File: config.mk
export PLATFORM = sky130hd
export DESIGN_NAME = ftdi_sync_read_ctrl_flat
export DESIGN_NICKNAME = d
export VERILOG_FILES = /design/src/rtl/ftdi_sync_read_ctrl_if.sv /design/src/rtl/ftdi_sync_read_ctrl.sv /design/src/flat_wrapper.sv
export SDC_FILE = /design/constraint.sdc
export NUM_CORES = 1
export LEC_CHECK = 0
export BUFFER_PORTS_ARGS = -buffer_cell sky130_fd_sc_hd__buf_2
export CAP_MARGIN = 20
export CORE_MARGIN = 3
export CORE_UTILIZATION = 51
export CTS_CLUSTER_SIZE = 40
export DETAILED_ROUTE_END_ITERATION = 8
export HOLD_SLACK_MARGIN = 0.06
export PLACE_DENSITY = 0.73
export SLEW_MARGIN = 40
export SYNTH_ARGS = -nofsm -noshare
export SYNTH_HDL_FRONTEND = slang
export SYNTH_SLANG_ARGS = --single-unit
File: constraint.sdc
create_clock -name clk_i -period 1.8 [get_ports clk_i]
set_input_delay 0.09 -clock clk_i [delete_from_list [all_inputs] [get_ports clk_i]]
set_output_delay 0.09 -clock clk_i [all_outputs]
set_load 0.03 [all_outputs]
File: src/rtl/ftdi_sync_read_ctrl_if.sv
`timescale 1ns/1ps
// -----------------------------------------------------------------------------
// ftdi_sync_read_ctrl_if
//
// Purpose: bundles the FTDI 245 synchronous-FIFO read-side pins and the
// downstream valid/ready stream of ftdi_sync_read_ctrl into one interface.
//
// Signals:
//   enable_i   read side owns the bus (from the read/write arbiter)
//   rxf_n_i    FTDI RXF#, low = data available
//   data_i     FTDI data bus (driven by the FTDI while oe_n_o is low)
//   oe_n_o     FTDI OE#
//   rd_n_o     FTDI RD#
//   m_data_o   head of the internal buffer
//   m_valid_o  buffer not empty
//   m_ready_i  downstream accepts m_data_o
//   busy_o     controller is inside an OE# window
//
// Modports:
//   master  the read controller
//   slave   the FTDI device plus the downstream consumer
// -----------------------------------------------------------------------------
interface ftdi_sync_read_ctrl_if #(
    parameter int DATA_W = 8
);
    logic              enable_i;
    logic              rxf_n_i;
    logic [DATA_W-1:0] data_i;
    logic              oe_n_o;
    logic              rd_n_o;
    logic [DATA_W-1:0] m_data_o;
    logic              m_valid_o;
    logic              m_ready_i;
    logic              busy_o;

    modport master (
        input  enable_i, rxf_n_i, data_i, m_ready_i,
        output oe_n_o, rd_n_o, m_data_o, m_valid_o, busy_o
    );

    modport slave (
        output enable_i, rxf_n_i, data_i, m_ready_i,
        input  oe_n_o, rd_n_o, m_data_o, m_valid_o, busy_o
    );
endinterface

File: src/rtl/ftdi_sync_read_ctrl.sv
`timescale 1ns/1ps
// -----------------------------------------------------------------------------
// ftdi_sync_read_ctrl
//
// Purpose: read controller for the FTDI 245-style synchronous FIFO, clocked by
// the FTDI CLKOUT. Opens an OE# window when data is available and there is
// room, strobes RD# while RXF# stays low, captures the bus into a small
// first-word-fall-through buffer and presents it on a valid/ready stream.
// Windows are bounded by buffer room, the optional burst limit and the
// arbiter's enable.
//
// Parameters:
//   DATA_W      width of the FTDI data bus and output stream
//   FIFO_DEPTH  buffer entries, power of 2, >= 2
//   MAX_BURST   max words captured per OE# window, 0 = unlimited
//
// Ports:
//   clk_i       FTDI CLKOUT, all logic on the rising edge
//   rst_i       asynchronous, active-high reset
//   bus         ftdi_sync_read_ctrl_if.master (FTDI pins + output stream)
//   rd_count_o  32-bit captured-word counter (only with FTDI_RD_STATS_EN)
//
// Build option:
//   FTDI_RD_STATS_EN  when defined, adds rd_count_o and its counter.
// -----------------------------------------------------------------------------
module ftdi_sync_read_ctrl #(
    parameter int DATA_W     = 8,
    parameter int FIFO_DEPTH = 4,
    parameter int MAX_BURST  = 0
) (
    input  logic                   clk_i,
    input  logic                   rst_i,
    ftdi_sync_read_ctrl_if.master  bus
`ifdef FTDI_RD_STATS_EN
    ,
    output logic [31:0]            rd_count_o
`endif
);

    localparam int PTR_W  = (FIFO_DEPTH > 1) ? $clog2(FIFO_DEPTH) : 1;
    localparam int OCC_W  = $clog2(FIFO_DEPTH + 1);
    localparam int BCNT_W = (MAX_BURST > 0) ? $clog2(MAX_BURST + 1) : 1;

    typedef enum logic [1:0] {
        S_IDLE    = 2'd0,
        S_OE      = 2'd1,
        S_READ    = 2'd2,
        S_RELEASE = 2'd3
    } state_t;

    state_t             state_q, state_d;
    logic               oe_n_q, rd_n_q;
    logic [DATA_W-1:0]  mem [FIFO_DEPTH];
    logic [PTR_W-1:0]   wr_ptr_q, rd_ptr_q;
    logic [OCC_W-1:0]   occ_q, occ_next;
    logic [BCNT_W-1:0]  burst_cnt_q, burst_cnt_next;
    logic               push, pop, valid;
    logic               full_next, burst_hit;

    // A word is on the bus exactly when our registered RD# is low and the
    // FTDI still signals data; RD# high guarantees no write in any other case.
    assign valid = (occ_q != '0);
    assign push  = !rd_n_q && !bus.rxf_n_i;
    assign pop   = valid && bus.m_ready_i;

    always_comb begin
        occ_next = occ_q;
        if (push && !pop) begin
            occ_next = occ_q + OCC_W'(1);
        end else if (!push && pop) begin
            occ_next = occ_q - OCC_W'(1);
        end
    end

    // Saturating so the unlimited build (1-bit counter) never wraps.
    always_comb begin
        burst_cnt_next = burst_cnt_q;
        if (push && (burst_cnt_q != '1)) begin
            burst_cnt_next = burst_cnt_q + BCNT_W'(1);
        end
    end

    assign full_next = (occ_next == OCC_W'(FIFO_DEPTH));
    assign burst_hit = (MAX_BURST != 0) && (burst_cnt_next == BCNT_W'(MAX_BURST));

    // Next-state logic. Leaving READ is decided with this edge's push already
    // counted, so the word captured on the exiting edge is never lost and the
    // buffer can never overflow.
    always_comb begin
        state_d = state_q;
        case (state_q)
            S_IDLE: begin
                if (bus.enable_i && !bus.rxf_n_i &&
                    (occ_q <= OCC_W'(FIFO_DEPTH - 2))) begin
                    state_d = S_OE;
                end
            end
            S_OE: begin
                state_d = (bus.enable_i && !bus.rxf_n_i) ? S_READ : S_RELEASE;
            end
            S_READ: begin
                if (bus.rxf_n_i || !bus.enable_i || full_next || burst_hit) begin
                    state_d = S_RELEASE;
                end
            end
            S_RELEASE: begin
                state_d = S_IDLE;
            end
            default: begin
                state_d = S_IDLE;
            end
        endcase
    end

    // OE#/RD# are registered from the next state so the pins change on the
    // same edge as the state.
    always_ff @(posedge clk_i or posedge rst_i) begin
        if (rst_i) begin
            state_q     <= S_IDLE;
            oe_n_q      <= 1'b1;
            rd_n_q      <= 1'b1;
            burst_cnt_q <= '0;
        end else begin
            state_q     <= state_d;
            oe_n_q      <= (state_d == S_IDLE);
            rd_n_q      <= (state_d != S_READ);
            burst_cnt_q <= (state_q == S_OE) ? '0 : burst_cnt_next;
        end
    end

    always_ff @(posedge clk_i or posedge rst_i) begin
        if (rst_i) begin
            wr_ptr_q <= '0;
            rd_ptr_q <= '0;
            occ_q    <= '0;
        end else begin
            if (push) begin
                wr_ptr_q <= wr_ptr_q + PTR_W'(1);
            end
            if (pop) begin
                rd_ptr_q <= rd_ptr_q + PTR_W'(1);
            end
            occ_q <= occ_next;
        end
    end

    // Storage carries data only; occupancy and pointers define validity.
    always_ff @(posedge clk_i) begin
        if (push) begin
            mem[wr_ptr_q] <= bus.data_i;
        end
    end

`ifdef FTDI_RD_STATS_EN
    logic [31:0] rd_count_q;

    always_ff @(posedge clk_i or posedge rst_i) begin
        if (rst_i) begin
            rd_count_q <= '0;
        end else if (push) begin
            rd_count_q <= rd_count_q + 32'd1;
        end
    end

    assign rd_count_o = rd_count_q;
`else
    // No capture statistics in this build.
`endif

    assign bus.oe_n_o    = oe_n_q;
    assign bus.rd_n_o    = rd_n_q;
    assign bus.m_data_o  = mem[rd_ptr_q];
    assign bus.m_valid_o = valid;
    assign bus.busy_o    = (state_q != S_IDLE);

endmodule
File: src/flat_wrapper.sv
// flat-port wrapper written by rule: the top's interface ports become plain ports
module ftdi_sync_read_ctrl_flat 
#(
    parameter int DATA_W     = 8,
    parameter int FIFO_DEPTH = 4,
    parameter int MAX_BURST  = 0
)
  (clk_i, rst_i, bus_enable_i, bus_rxf_n_i, bus_data_i, bus_m_ready_i, bus_oe_n_o, bus_rd_n_o, bus_m_data_o, bus_m_valid_o, bus_busy_o);
  ftdi_sync_read_ctrl_if #(.DATA_W(DATA_W)) bus_i ();
  input  logic clk_i;
  input  logic rst_i;
  input wire logic [$bits(bus_i.enable_i)-1:0] bus_enable_i;
  input wire logic [$bits(bus_i.rxf_n_i)-1:0] bus_rxf_n_i;
  input wire logic [$bits(bus_i.data_i)-1:0] bus_data_i;
  input wire logic [$bits(bus_i.m_ready_i)-1:0] bus_m_ready_i;
  output wire logic [$bits(bus_i.oe_n_o)-1:0] bus_oe_n_o;
  output wire logic [$bits(bus_i.rd_n_o)-1:0] bus_rd_n_o;
  output wire logic [$bits(bus_i.m_data_o)-1:0] bus_m_data_o;
  output wire logic [$bits(bus_i.m_valid_o)-1:0] bus_m_valid_o;
  output wire logic [$bits(bus_i.busy_o)-1:0] bus_busy_o;
  assign bus_i.enable_i = bus_enable_i;
  assign bus_i.rxf_n_i = bus_rxf_n_i;
  assign bus_i.data_i = bus_data_i;
  assign bus_i.m_ready_i = bus_m_ready_i;
  assign bus_oe_n_o = bus_i.oe_n_o;
  assign bus_rd_n_o = bus_i.rd_n_o;
  assign bus_m_data_o = bus_i.m_data_o;
  assign bus_m_valid_o = bus_i.m_valid_o;
  assign bus_busy_o = bus_i.busy_o;
  ftdi_sync_read_ctrl #(.DATA_W(DATA_W), .FIFO_DEPTH(FIFO_DEPTH), .MAX_BURST(MAX_BURST)) u_core (.clk_i(clk_i), .rst_i(rst_i), .bus(bus_i));
endmodule
==> impl_metrics.ini, run 1 <==
[run_status]
status = finished clean

[sta]
setup_violations = 0
tightest_slew_ps = 459
fin_worst_skew_ps = 5.02
grt_setup_unrepaired = true
timing.fmax_mhz = 590
fin_setup_tns_ps = 0
fin_crit_ps = 1690
slew_headroom_pct = 69.4
hold_viol = 0
maxSlewViolCount = 0
post-route-period-util_pct = 94.1

[floorplan]
rows = 21
core_um2 = 3490
ioPinCount = 25
start_util_pct = 55.1
die_area_um2 = 4550
die_x_um = 67.5
die_h_um = 67.5

[setup_path]
crit_chain = inv_2 -> ha_2 -> nor2b_4 -> inv_4 -> a21boi_4 -> nor4_4 -> o311ai_4 -> o21a_1
cp_slowest_cell = dfrtp_1
path_max_fanout = 4
cp-start-kind = flip-flop
cp_slowest_stage_delay_ps = 390
worst_ep_arrival_time_ps = 1920
worstPathRequired_ps = 2030
crit_type = reg -> reg
end_kind = flip-flop

[finish]
area.sequential_um2 = 1240
fillCellCount = 243
drive_gt1_share_pct = 36.4
syn_to_final_growth_pct = 22.5
nets = 187
antenna_cells = 0
multiInputGateArea_um2 = 679

[detailed_routing]
first_iter_violations = 48
wl_per_cell_um = 15.5
drt_wl_total_um = 3220
antenna_left = 0
vias = 1088
viasPerCell = 5.23
drc = 0
drtPass1Iterations = 4

[clock_network]
cts.sinks = 43
numCtsBuffers = 5
clkLatencyLatePin_ps = 290
cts_buffer_depth = 2
path_clk_slew_ps = 70
cts_tree = yes
htreeDepth = 2
cts-root-buf = clkbuf_8

[grt]
grt_pass1_wl_um = 5430
antenna_found_initial = 0
grt_max_degree = 14
grt_usage_pct = 16.5
grt-ovfl-total = 0
grt_pass1_vias = 1148

[synthesis]
synth_seq_cells = 43
synth_compound_area_share_pct = 4.81
syn_area_um2 = 1930
async_flop_share_pct = 25.6
ys_types = 38
synth_fa_ha_area_share_pct = 7.79
synth_simple_gate_area_share_pct = 8.38
synth_mux_area_share_pct = 9.35
synth_xor_area_share_pct = 2.27
synth_warnings = 0
synth-edff-count = 32
syn_avg_cell_area_um2 = 16.3
yosysTopAreaCell = edfxtp_1
synth_top_family_by_area = multiplexers
ys.flop_type = edfxtp_1
yosysSeqAreaShare_pct = 64.3
synth.top_cell.area_share_pct = 49.9
netlist_instances = 118
synthTopCellsByArea = edfxtp_1, dfrtp_1, mux4_2, ha_1, dfstp_2
synth.net_count = 143

[placement]
port_buffers = 24
dp_hpwl_um = 2250
gp_congestion = 0.785

[min_path]
min-delay-path-class = in -> reg

[flow_run]
cap_violations = 0

[power_and_ir_drop]
finalPower_uw = 3720
leakage_uw = 0.000914
ir_drop_mv = 0.875
p_per_area_nw_per_um2 = 1580
## synth_stat cells (2+ instances only)
master	instances
dfstp_2	2
edfxtp_1	32
nor2b_1	3
and2_1	4
nor2_1	4
nor4b_1	2
ha_1	12
inv_1	10
dfrtp_1	9
nand2_1	2
xnor2_1	4
mux4_2	8
## kinds of logic (layout without fill, tap and decap cells)
logic type | Yosys count | after routing
AND/OR/NAND/NOR | 25 | 25
flip-flops | 43 | 43
adder cells (fa/ha/maj) | 12 | 12
multiplexers | 8 | 8
buffers and inverters | 14 | 58
XOR/XNOR | 5 | 5
AO/OA/AOI/OAI | 11 | 11
## where the power goes
part           switching, µW  leakage, µW  internal [µW]
Sequential               167     0.000416           1290
Clock                    292    0.0000414            258
Combinational            962     0.000456            756
## cell type report
class	instances	share of cell area (%)
Tap cell	46	2.44
Timing Repair Buffer	40	11.1
Multi-Input combinational cell	61	28.8
Clock inverter	2	0.371
Sequential cell	43	52.5
Inverter	11	1.85
Clock buffer	5	2.91
## flip-flops by register name, summed over array words and instances (netlist names)
signal / cells
u_core.occ_q: 3
u_core.state_q: 2
u_core.mem: 32
u_core.rd_ptr_q: 2
u_core.bus.rd_n_o: 1
u_core.bus.oe_n_o: 1
u_core.wr_ptr_q: 2
## critical path: cells and delay by family, from the launching register on
| family | cells | cell delay, ps |
|---|---|---|
| AO/OA/AOI/OAI | 3 | 700 |
| adder cells (fa/ha/maj) | 1 | 150 |
| AND/OR/NAND/NOR | 2 | 260 |
| flip-flops | 1 | 390 |
| buffers and inverters | 2 | 130 |
## stage by stage
step / util [%] / instances / cell area, µm² / hold slack, ps / setup WS [ps]
3_3_place_gp: 60.6 / 189 / 2120 / 89.7 / 121
5_1_grt: 67.6 / 208 / 2360 / 118 / -16.4
3_5_place_dp: 60.6 / 189 / 2120 / 96.9 / 35.6
2_1_floorplan: - / 118 / 1930 / -59.0 / 27.7
4_1_cts: 65.4 / 205 / 2290 / 107 / 21.7
6_report: 67.6 / 208 / 2360 / 120 / 106
## cell usage in the layout, fill, tap and decap left out, types with 2 or more instances in the layout
| master | count |
|---|---|
| nor2_1 | 4 |
| nand2_1 | 2 |
| mux4_2 | 8 |
| ha_1 | 11 |
| dfstp_2 | 2 |
| inv_1 | 8 |
| buf_2 | 24 |
| edfxtp_1 | 32 |
| xnor2_1 | 4 |
| dfrtp_1 | 8 |
| buf_4 | 7 |
| and2_1 | 4 |
| clkbuf_8 | 5 |
| nor4b_1 | 2 |
| dlygate4sd3_1 | 9 |
| nor2b_1 | 3 |
| inv_2 | 2 |
## metal layers
layer	vias up	share of wire [%]	global-route usage, %
met5	-	0	0
met4	0	1.3	5.32
met3	5	3.5	3.99
met2	22	50	26.2
met1	540	45	22.4
li1	521	-	-
## final timing paths
check                                    from                  to  slack (ps)  depth (start not counted)
hold / removal                  bus_m_ready_i  u_core.rd_ptr_q[0]         120                          3
hold reg to reg            u_core.rd_ptr_q[0]  u_core.rd_ptr_q[0]         540                          1
max in group asynchronous               rst_i   u_core.bus.rd_n_o        1150                          3
min in group asynchronous               rst_i  u_core.wr_ptr_q[1]         330                          3
setup reg to reg              u_core.occ_q[0]   u_core.bus.oe_n_o         110                          8
setup / recovery              u_core.occ_q[0]   u_core.bus.oe_n_o         110                          8
## timing repair
action,4_1_cts,5_1_grt
hold buffers,9,0
buffers inserted,0,3
hold endpoints to repair,41,0
endpoints found under the setup margin,0,8
resized for setup,0,12
Note: power is estimated with default switching activity, not from simulation.
==> run 2, diff against run 1 <==
--- a/config.mk
+++ b/config.mk
@@ -9,2 +9,3 @@
 export CAP_MARGIN = 20
+export CORE_ASPECT_RATIO = 0.8
 export CORE_MARGIN = 3
@@ -15,3 +16,3 @@
 export PLACE_DENSITY = 0.73
-export SLEW_MARGIN = 40
+export SLEW_MARGIN = 10
 export SYNTH_ARGS = -nofsm -noshare
==> constraint.sdc (replaced) <==
create_clock -name clk_i -period 1.8 [get_ports clk_i]
set_input_delay 0 -clock clk_i [delete_from_list [all_inputs] [get_ports clk_i]]
set_output_delay 0 -clock clk_i [all_outputs]
set_load 0.03 [all_outputs]
==> impl_metrics.ini, run 2 (same netlist as run 1, synthesis figures left out) <==
[power_and_ir_drop]
seq_power_share_pct = 38.7
ir_drop_mv = 0.794
p_int_uw = 2290
p_comb_share_pct = 46.1
leakage_uw = 0.000918
p_sw_share_pct = 38.4
p_switching_uw = 1420
p_clk_share_pct = 15.1
p_per_area_nw_per_um2 = 1570
finalPower_uw = 3710

[clock_network]
path_clk_slew_ps = 80
cts_buffer_depth = 2
htreeDepth = 2
cts.sinks = 43
cts_tree = yes
cts-root-buf = clkbuf_8
clkLatencyLatePin_ps = 290
numCtsBuffers = 5

[sta]
setup_violations = 0
fin_crit_ps = 1710
hold_viol = 0
timing.fmax_mhz = 584
grt_setup_unrepaired = true
fin_worst_skew_ps = 9.69
post-route-period-util_pct = 95.1
tightest_slew_ps = 447
whs_ps = 234
slew_headroom_pct = 70.2
maxSlewViolCount = 0

[setup_path]
r2r_slack_ps = 90
end_kind = flip-flop
crit_type = reg -> reg
r2r-end = u_core.bus.oe_n_o
worst_ep_arrival_time_ps = 1940
path_max_fanout = 4
worstPathRequired_ps = 2030
reg2reg_depth = 8
cp-start-kind = flip-flop
r2r-start = u_core.occ_q[0]

[finish]
biggestRegsByFlops = u_core.mem (32), u_core.occ_q (3)
final_cell_mix = edfxtp_1, buf_2, ha_1, dlygate4sd3_1, dfrtp_1
largest_reg_flops = 32
final_area_um2 = 2360
fillCellCount = 251
nets = 188
regMostFlops = u_core.mem
final_common_cell = edfxtp_1
antenna_cells = 0
drive_gt1_share_pct = 34.8
syn_to_final_growth_pct = 22.5

[floorplan]
ioPinCount = 25
rows = 19
start_util_pct = 54.8
die_area_um2 = 4560
die_h_um = 61.0
die_x_um = 74.7
core_um2 = 3520

[detailed_routing]
drt_wl_total_um = 3440
wl_per_cell_um = 16.7
drc = 0
drtPass1Iterations = 4
antenna_left = 0
first_iter_violations = 72
vias = 1116
viasPerCell = 5.42

[placement]
port_buffers = 24
gp_congestion = 0.847
dp_hpwl_um = 2280
place_area_um2 = 2110

[min_path]
min-delay-path-class = in -> async

[grt]
grt_max_degree = 14
grt_pass1_vias = 1139
antenna_found_initial = 0
grt-ovfl-total = 0
grt_usage_pct = 17.3
grt_pass1_wl_um = 5420

[run_status]
status = finished clean

[flow_run]
cap_violations = 0
[run 2: worst max path at each step]
stage	end	depth (start not counted)	start
2_1_floorplan	u_core.state_q[0]	8	u_core.occ_q[0]
3_3_place_gp	u_core.state_q[0]	7	u_core.occ_q[0]
3_5_place_dp	u_core.state_q[0]	8	u_core.occ_q[0]
4_1_cts	u_core.state_q[0]	7	u_core.occ_q[0]
5_1_grt	u_core.bus.oe_n_o	8	u_core.occ_q[0]
6_report	u_core.bus.oe_n_o	8	u_core.occ_q[0]
[run 2: area by class of cell]
class,instances,area [µm²],area share [%]
sequential,43,1240,52.5
multi-input combinational,61,671,28.4
tap,42,52.6,2.23
timing repair buffer,41,275,11.7
clock buffer,6,72.6,3.07
inverter,11,43.8,1.85
clock inverter,2,7.51,0.318
[run 2: metrics by stage]
stage | worst slack (ps) | TNS (ps) | util, % | instances
after floorplan | 27.7 | 0 | - | 118
after global placement | 136 | 0 | 59.9 | 184
after detailed placement | 73.7 | 0 | 59.9 | 184
after CTS | 43.1 | 0 | 65.0 | 202
after global routing | -28.3 | -28.3 | 67.1 | 206
final | 87.8 | 0 | 67.1 | 206
[run 2: power groups by stage]
| stage | sequential (µW) | combinational [µW] | clock, µW |
|---|---|---|---|
| floorplan | 1430 | 1170 | 0 |
| global placement | 1440 | 1520 | 0 |
| detailed placement | 1450 | 1570 | 0 |
| CTS | 1420 | 1600 | 575 |
| global route | 1460 | 1870 | 626 |
| finish | 1440 | 1710 | 561 |
[run 2: what timing repair did]
| item | in CTS | in global routing |
|---|---|---|
| gates resized for setup | 0 | 10 |
| hold buffers | 10 | 1 |
| setup endpoints to repair | 0 | 5 |
| hold endpoints to repair | 45 | 1 |
| setup buffers | 0 | 3 |
[run 2: routing by layer]
layer,vias up,share of wire (%),global-route usage [%]
li1,525,-,-
met1,557,44,21.3
met2,29,49,28.3
met3,5,4.7,5.96
met4,0,1.5,7.36
met5,-,0,0
[run 2: worst max-delay path, stage by stage (launching register included)]
cell and delay (ps):
dfrtp_1 390, inv_2 90, ha_4 120, nor2b_4 190, inv_4 70, a21boi_4 170, nor4_2 80, o311ai_2 350
o21a_1 180
